**src/rtl/seg_scan_ctrl.sv**
```systemverilog
// seg_scan_ctrl: time-multiplexed scan controller for an NDIG-digit
// common-anode 7-segment display, plus its bcd7seg hex decoder.
// Optional feature macro: SEG_SHADOW_EN (writes are buffered in shadow
// registers and copied to the displayed digits at the frame wrap).

module seg_scan_ctrl #(
    parameter int NDIG      = 8,
    parameter int DIV       = 1000,
    parameter int BLANK_CYC = 2,
    localparam int IW       = $clog2(NDIG)
) (
    input  logic            clk,
    input  logic            rst,
    input  logic            wr_en,
    input  logic [IW-1:0]   wr_idx,
    input  logic [3:0]      wr_data,
    input  logic [NDIG-1:0] en_mask,
    input  logic [NDIG-1:0] dp_mask,
    output logic [6:0]      seg_n,
    output logic            dp_n,
    output logic [NDIG-1:0] an_n,
    output logic            frame_done
);

    localparam int CW = $clog2(DIV);

    typedef enum logic {
        BLANK,
        SHOW
    } phase_t;

    localparam phase_t SLOT_START = (BLANK_CYC == 0) ? SHOW : BLANK;

    phase_t        state, state_nxt;
    logic [IW-1:0] idx, idx_nxt;
    logic [CW-1:0] cnt, cnt_nxt;
    logic          wrap;
    logic          wrap_d;
    logic          wr_ok;
    logic [3:0]    digits [NDIG];
    logic [3:0]    cur_digit;
    logic [6:0]    seg_dec;

    // Write qualification: indices beyond the last digit are dropped
    generate
        if (NDIG == (1 << IW)) begin : g_wr_full
            assign wr_ok = wr_en;
        end else begin : g_wr_range
            assign wr_ok = wr_en && (wr_idx < IW'(NDIG));
        end
    endgenerate

    // Scan state register: slot phase, digit index and in-slot counter
    always_ff @(posedge clk) begin
        if (rst) begin
            state <= SLOT_START;
            idx   <= '0;
            cnt   <= '0;
        end else begin
            state <= state_nxt;
            idx   <= idx_nxt;
            cnt   <= cnt_nxt;
        end
    end

    // Next-state: advance counter, step digit at slot end, pick phase
    always_comb begin
        state_nxt = state;
        idx_nxt   = idx;
        cnt_nxt   = cnt;
        wrap      = 1'b0;
        if (cnt == CW'(DIV - 1)) begin
            cnt_nxt   = '0;
            wrap      = (idx == IW'(NDIG - 1));
            idx_nxt   = wrap ? '0 : idx + 1'b1;
            state_nxt = SLOT_START;
        end else begin
            cnt_nxt   = cnt + 1'b1;
            state_nxt = (cnt_nxt < CW'(BLANK_CYC)) ? BLANK : SHOW;
        end
    end

`ifdef SEG_SHADOW_EN
    logic [3:0] shadow     [NDIG];
    logic [3:0] shadow_nxt [NDIG];

    // Shadow image including this cycle's write, so a wrap-cycle write lands
    always_comb begin
        shadow_nxt = shadow;
        if (wr_ok) begin
            shadow_nxt[wr_idx] = wr_data;
        end
    end

    // Shadow capture every cycle; displayed digits refresh only at frame wrap
    always_ff @(posedge clk) begin
        if (rst) begin
            for (int unsigned i = 0; i < NDIG; i++) begin
                shadow[i] <= '0;
                digits[i] <= '0;
            end
        end else begin
            shadow <= shadow_nxt;
            if (wrap) begin
                digits <= shadow_nxt;
            end
        end
    end
`else
    // Direct digit storage: writes are visible immediately
    always_ff @(posedge clk) begin
        if (rst) begin
            for (int unsigned i = 0; i < NDIG; i++) begin
                digits[i] <= '0;
            end
        end else if (wr_ok) begin
            digits[wr_idx] <= wr_data;
        end
    end
`endif

    // Select the digit value for the current slot
    always_comb begin
        cur_digit = digits[idx];
    end

    bcd7seg u_dec (
        .hex (cur_digit),
        .seg (seg_dec)
    );

    // Registered pin drivers; frame_done is delayed twice so it lines up
    // with the outputs for the first cycle of digit 0
    always_ff @(posedge clk) begin
        if (rst) begin
            seg_n      <= 7'h7f;
            dp_n       <= 1'b1;
            an_n       <= '1;
            wrap_d     <= 1'b0;
            frame_done <= 1'b0;
        end else begin
            seg_n      <= ~seg_dec;
            dp_n       <= ~dp_mask[idx];
            an_n       <= (state == SHOW && en_mask[idx]) ? ~(NDIG'(1) << idx) : '1;
            wrap_d     <= wrap;
            frame_done <= wrap_d;
        end
    end

endmodule

// bcd7seg: hex 0-F to active-high segments, bit 0 = a .. bit 6 = g
module bcd7seg (
    input  logic [3:0] hex,
    output logic [6:0] seg
);

    // Combinational hex-to-segment lookup
    always_comb begin
        seg = 7'h00;
        case (hex)
            4'h0: seg = 7'h3f;
            4'h1: seg = 7'h06;
            4'h2: seg = 7'h5b;
            4'h3: seg = 7'h4f;
            4'h4: seg = 7'h66;
            4'h5: seg = 7'h6d;
            4'h6: seg = 7'h7d;
            4'h7: seg = 7'h07;
            4'h8: seg = 7'h7f;
            4'h9: seg = 7'h6f;
            4'ha: seg = 7'h77;
            4'hb: seg = 7'h7c;
            4'hc: seg = 7'h39;
            4'hd: seg = 7'h5e;
            4'he: seg = 7'h79;
            4'hf: seg = 7'h71;
            default: seg = 7'h00;
        endcase
    end

endmodule

```
**config.mk**
```make
export PLATFORM = sky130hd
export DESIGN_NAME = seg_scan_ctrl
export DESIGN_NICKNAME = d
export VERILOG_FILES = /design/src/rtl/seg_scan_ctrl.sv
export SDC_FILE = /design/constraint.sdc
export NUM_CORES = 1
export LEC_CHECK = 0
export ABC_AREA = 1
export BUFFER_PORTS_ARGS = -buffer_cell sky130_fd_sc_hd__buf_2
export CAP_MARGIN = 20
export CORE_UTILIZATION = 50
export CTS_CLUSTER_SIZE = 12
export DETAILED_ROUTE_END_ITERATION = 10
export GPL_TIMING_DRIVEN = 0
export PLACE_DENSITY_LB_ADDON = 0.2
export SLEW_MARGIN = 20
export SYNTH_ARGS = -nofsm -noshare
export SYNTH_HDL_FRONTEND = slang
export SYNTH_HIERARCHICAL = 1
export SYNTH_SLANG_ARGS = --single-unit
export TNS_END_PERCENT = 1
```
**constraint.sdc**
```tcl
create_clock -name clk -period 5.1 [get_ports clk]
set_clock_uncertainty 0.1 [all_clocks]
set_input_delay 1.02 -clock clk [delete_from_list [all_inputs] [get_ports clk]]
set_output_delay 1.02 -clock clk [all_outputs]
set_load 0.01 [all_outputs]
```
==> After elaboration in Yosys (flattened, before gate mapping) <==
Memories as Yosys holds them, arrays and structs flattened. A register that Yosys moved wholly into a read port is not among the register bits.
Index checks and enable logic that the tools add are counted.
{ "classes": {"mul": 0, "addsub": 2, "muxes": 16, "div_mod_pow": 0, "eq_ne": 2, "n_shift": 1, "magnitude_cmp": 2, "n_bitwise": 5, "reduce_logical": 5} }
{ "ops": {"columns": ["op", "n"], "rows": [
  ["$mux 3", 4],
  ["$add 10x1->10 const B", 1],
  ["$eq 10x10->1 const B", 1],
  ["$lt 10x2->1 const B", 1],
  ["$mux 1", 9],
  ["$not 8->8", 1],
  ["$shl 1x3->8 const A", 1],
  ["$not 7->7", 1],
  ["$bmux 1 s3", 2],
  ["$reduce_or 2->1", 3],
  ["$lt 3x4->1 const B", 1],
  ["$mux 4", 1],
  ["$reduce_or 4->1", 1],
  ["$add 3x1->3 const B", 1],
  ["$eq 3x3->1 const B", 1],
  ["$not 1->1", 3],
  ["$logic_and 1x1->1", 1]
]} }
{ "word_totals": {"latch_bits": 0, "register_bits": 32, "wordCells": 43, "output_inout_bits": 17, "mem_count": 2, "ram_bits": 32, "mem_bits_ro": 112, "input_bits": 26} }
{ "memory_table": {"columns": ["memory", "depth", "word_bits", "read_ports", "rd_clocked_by_memory_dff", "wr", "line_no", "source"], "rows": [
  ["(no name shown)", 16, 7, 1, 0, 0, "161", "case (hex)"],
  ["digits", 8, 4, 1, 1, 8, "40", "logic [3:0] digits [NDIG];"]
]} }

==> Logic depth before layout (Yosys ltp) <==
{ "logic_depth": {"depth_word": 5, "ltp_mapped": 15, "depth_no_buf": 13} }

==> By module <==
The synthesis kept the hierarchy.
{ "modules_own_cells": {"columns": ["module", "n_inst", "cells_per_inst", "seq_area_each_um2", "area_each_um2"], "rows": [
  ["seg_scan_ctrl", 1, 332, 1661.6, 2889.0],
  ["bcd7seg", 1, 52, 0.0, 270.3]
]} }

==> Worst setup path before layout <==
Ideal clock, no wire load.
{ "synth_timing": {"path_kind": "input-to-reg", "start": "input rst", "end": "memory digits[0][0] (enable)", "path_stages": 4, "n_path_buf": 2, "path_slack_ns": 3.058, "t_arrival_ns": 1.668, "cell_sequence": "inv_1 > buf_2 > buf_1 > nand2_1"} }
{ "synth_lines": {"columns": ["item", "line_no", "source"], "rows": [
  ["start: declaration", "13", "input logic rst,"],
  ["end: declaration", "40", null]
]} }

==> summary.txt <==
Run status
  – Status: finished clean

Worst setup path
  – Max stage delay on crit path: 300 ps
  – Worst path slowest cell: dfxtp_1
  – Top delay family on crit path: buffers and inverters
  – Reg2reg setup slack: 2760 ps
  – Max FO, Critical Path: 10
  – Crit path launch type: flip-flop
  – CP Buf/Inv Count: 4
  – Critical Path Sink Type: flip-flop
  – WP data required: 5220 ps
  – CP Class: flip-flop to flip-flop
  – CP arrival: 2460 ps
  – Most frequent CP cell: nand2_1
  – CP cell instances: buf_2 > inv_2 > buf_4 > nor2_1 > o32ai_1 > nand2_1 > nand2_1 > inv_1 > ha_1 > nand2_1 > o21ai_0 > nand2_1 > nand2_1 > nand2_1

Finish
  – Diode count: 0
  – Util after Layout: 60.4%
  – Nets: 477
  – Layout overhead on the synthesized area: 14.5%
  – Ratio of cells with drive above 1 in the final layout: 16.5%
  – Fin cells: 517

STA
  – Period minus WS final: 2340 ps
  – Slew Limit Fails: 0
  – Slew @ Worst Pin: 487 ps
  – Final worst slack: 2760 ps
  – Tcrit/Tclk final: 45.9%
  – F_max: 427 MHz
  – Unrepaired setup endpoints after global routing: no
  – Max_slew headroom: 67.5%
  – Setup TNS Final: 0 ps
  – Count of final hold-check violations: 0
  – Final setup vio count: 0

Drt
  – Drt first-iter violations: 122
  – Vias per cell: 4.94
  – Drt first pass iters: 4
  – Post-route ant nets: 0
  – Drt total wl: 6280 µm
  – Wire per inst: 12.1 µm
  – DRC Markers: 0
  – Vias: 2553

Clock network
  – Post-CTS setup buffer count: 0
  – # clock sinks: 67
  – Root Driver: clkbuf_8
  – CTS tree: built
  – Htree depth: 3
  – PostCTS Resize Cnt: 0
  – Reg clk slew, reported paths: 70 ps
  – Clk buf depth: 2
  – Worst-Skew Late Latency: 340 ps
  – Total CTS buffers: 9
  – Hold bufs inserted after CTS: 0

Power
  – VDD IR-drop max: 201 µV
  – Lkg Pwr: 1.62 nW
  – Pwr dens: 288 nW/µm²

Run
  – Max-Cap Viols: 0

Synth
  – YS warnings: 6
  – Most area-consuming cells after synthesis: edfxtp_1, dfxtp_1, nand2_1
  – Cell with the most instances after synthesis: nand2_1
  – Commonest cells post-synth: nand2_1, nor2_1, inv_1, dfxtp_1, edfxtp_1
  – #FFs+latches synth: 67
  – Yosys cell types: 31
  – Area share of the leading cell type in the synthesized netlist: 30.4%
  – Gate Count Post-Synth: 384
  – Primary FF master, synth: dfxtp_1
  – Average size of a mapped cell: 8.23 µm²
  – Synth area leader: edfxtp_1
  – Synthesized net count: 424
  – Post-synthesis instance area: 3160 µm²
  – Seq/Total Area, Yosys: 52.6%
  – Synth async-reset ratio: 0%
  – Post-synth EDFFs: 32

Die
  – Starting density of the core: 52.7%
  – Die width: 81.5 µm
  – Core Area: 5990 µm²
  – Full die area: 6640 µm²
  – Die H: 81.5 µm
  – Ports: 43
  – Rows: 28

Global route
  – GRT Residual Overflow: 0
  – Total track usage: 21.9%
  – Initial antenna violation count: 0
  – First-pass GRT wire length: 10600 µm
  – Number of global-route vias before repair: 2499
  – Pin count of the biggest net entering global routing: 12

Placement
  – Gpl congestion: 0.826
  – Dpl hpwl: 4590 µm
  – Pre-CTS WS: 2590 ps
  – Buffers on Ports: 42
  – Dpl cells: 501

Worst hold path
  – Worst hold path class: flip-flop to flip-flop
-- metrics by stage --
step	hold slack (ps)	power (mW)	area, µm²
6_report	325	1.04	3620
5_1_grt	378	1.09	3620
4_1_cts	326	1.05	3620
3_5_place_dp	306	0.695	3460
3_3_place_gp	311	0.694	3460
2_1_floorplan	288	0.663	3160
-- flip-flops by register name (all words and copies together), names as in the netlist, named ones only --
signal,count
wrap_d,1
dp_n,1
state,1
idx,3
cnt,10
an_n,8
seg_n,7
digits,32
frame_done,1
-- layout by cell type, fill, tap and decap left out, drive strengths merged --
cell type / instances
dfxtp: 35
clkbuf: 14
nor3: 2
o21ai: 18
nand3: 23
o21bai: 1
o221ai: 3
buf: 50
nor2: 89
ha: 14
o22ai: 3
inv: 43
xor2: 1
nand3b: 1
nand2: 92
a21oi: 3
nand4: 2
clkinv: 6
edfxtp: 32
o211ai: 2
o32ai: 8
-- layout make-up --
class	instances	area [µm²]
Fill cell	549	2370
Sequential cell	67	1660
Multi-Input combinational cell	262	1270
Timing Repair Buffer	42	210
Inverter	45	171
Clock buffer	12	135
Tap cell	75	93.8
Buffer	10	55.1
Clock inverter	4	18.8
-- worst paths after layout --
| path | start | end | cells after the start |
|---|---|---|---|
| max | flip-flop | seg_n[3]$_SDFF_PP1_ | 14 |
| min | wrap_d$_SDFF_PP0_ | frame_done$_SDFF_PP0_ | 2 |
| max reg2reg | flip-flop | seg_n[3]$_SDFF_PP1_ | 14 |
| min reg2reg | wrap_d$_SDFF_PP0_ | frame_done$_SDFF_PP0_ | 2 |
-- where the power goes --
part	switching, mW	internal [mW]	leakage (nW)
registers	0.00875	0.588	0.592
logic	0.0547	0.0319	0.942
clock network	0.186	0.172	0.0816
-- layer usage --
layer | part of all wire (%) | global-route usage (%) | vias up
met4 | 1.8 | 11.8 | 0
met2 | 50 | 38.8 | 68
met1 | 44 | 23.7 | 1127
met3 | 4.6 | 5.56 | 12
met5 | 0 | 0 | -
li1 | - | - | 1346
-- worst min-delay path, cell delays in order (launching register included) --
cell	delay, ps
dfxtp_1	300
inv_1	50
nor2_1	30
-- cells by family after synthesis --
kind of cell	share of synthesized area, %
DFF	52.6
AOI/OAI and AO/OA	7.68
adders and majority gates	5.54
and+or+nand+nor	26.7
xor gates and xnor gates	0.277
buffers and inverters	7.17
No activity file was read; power rests on OpenSTA's default activity.
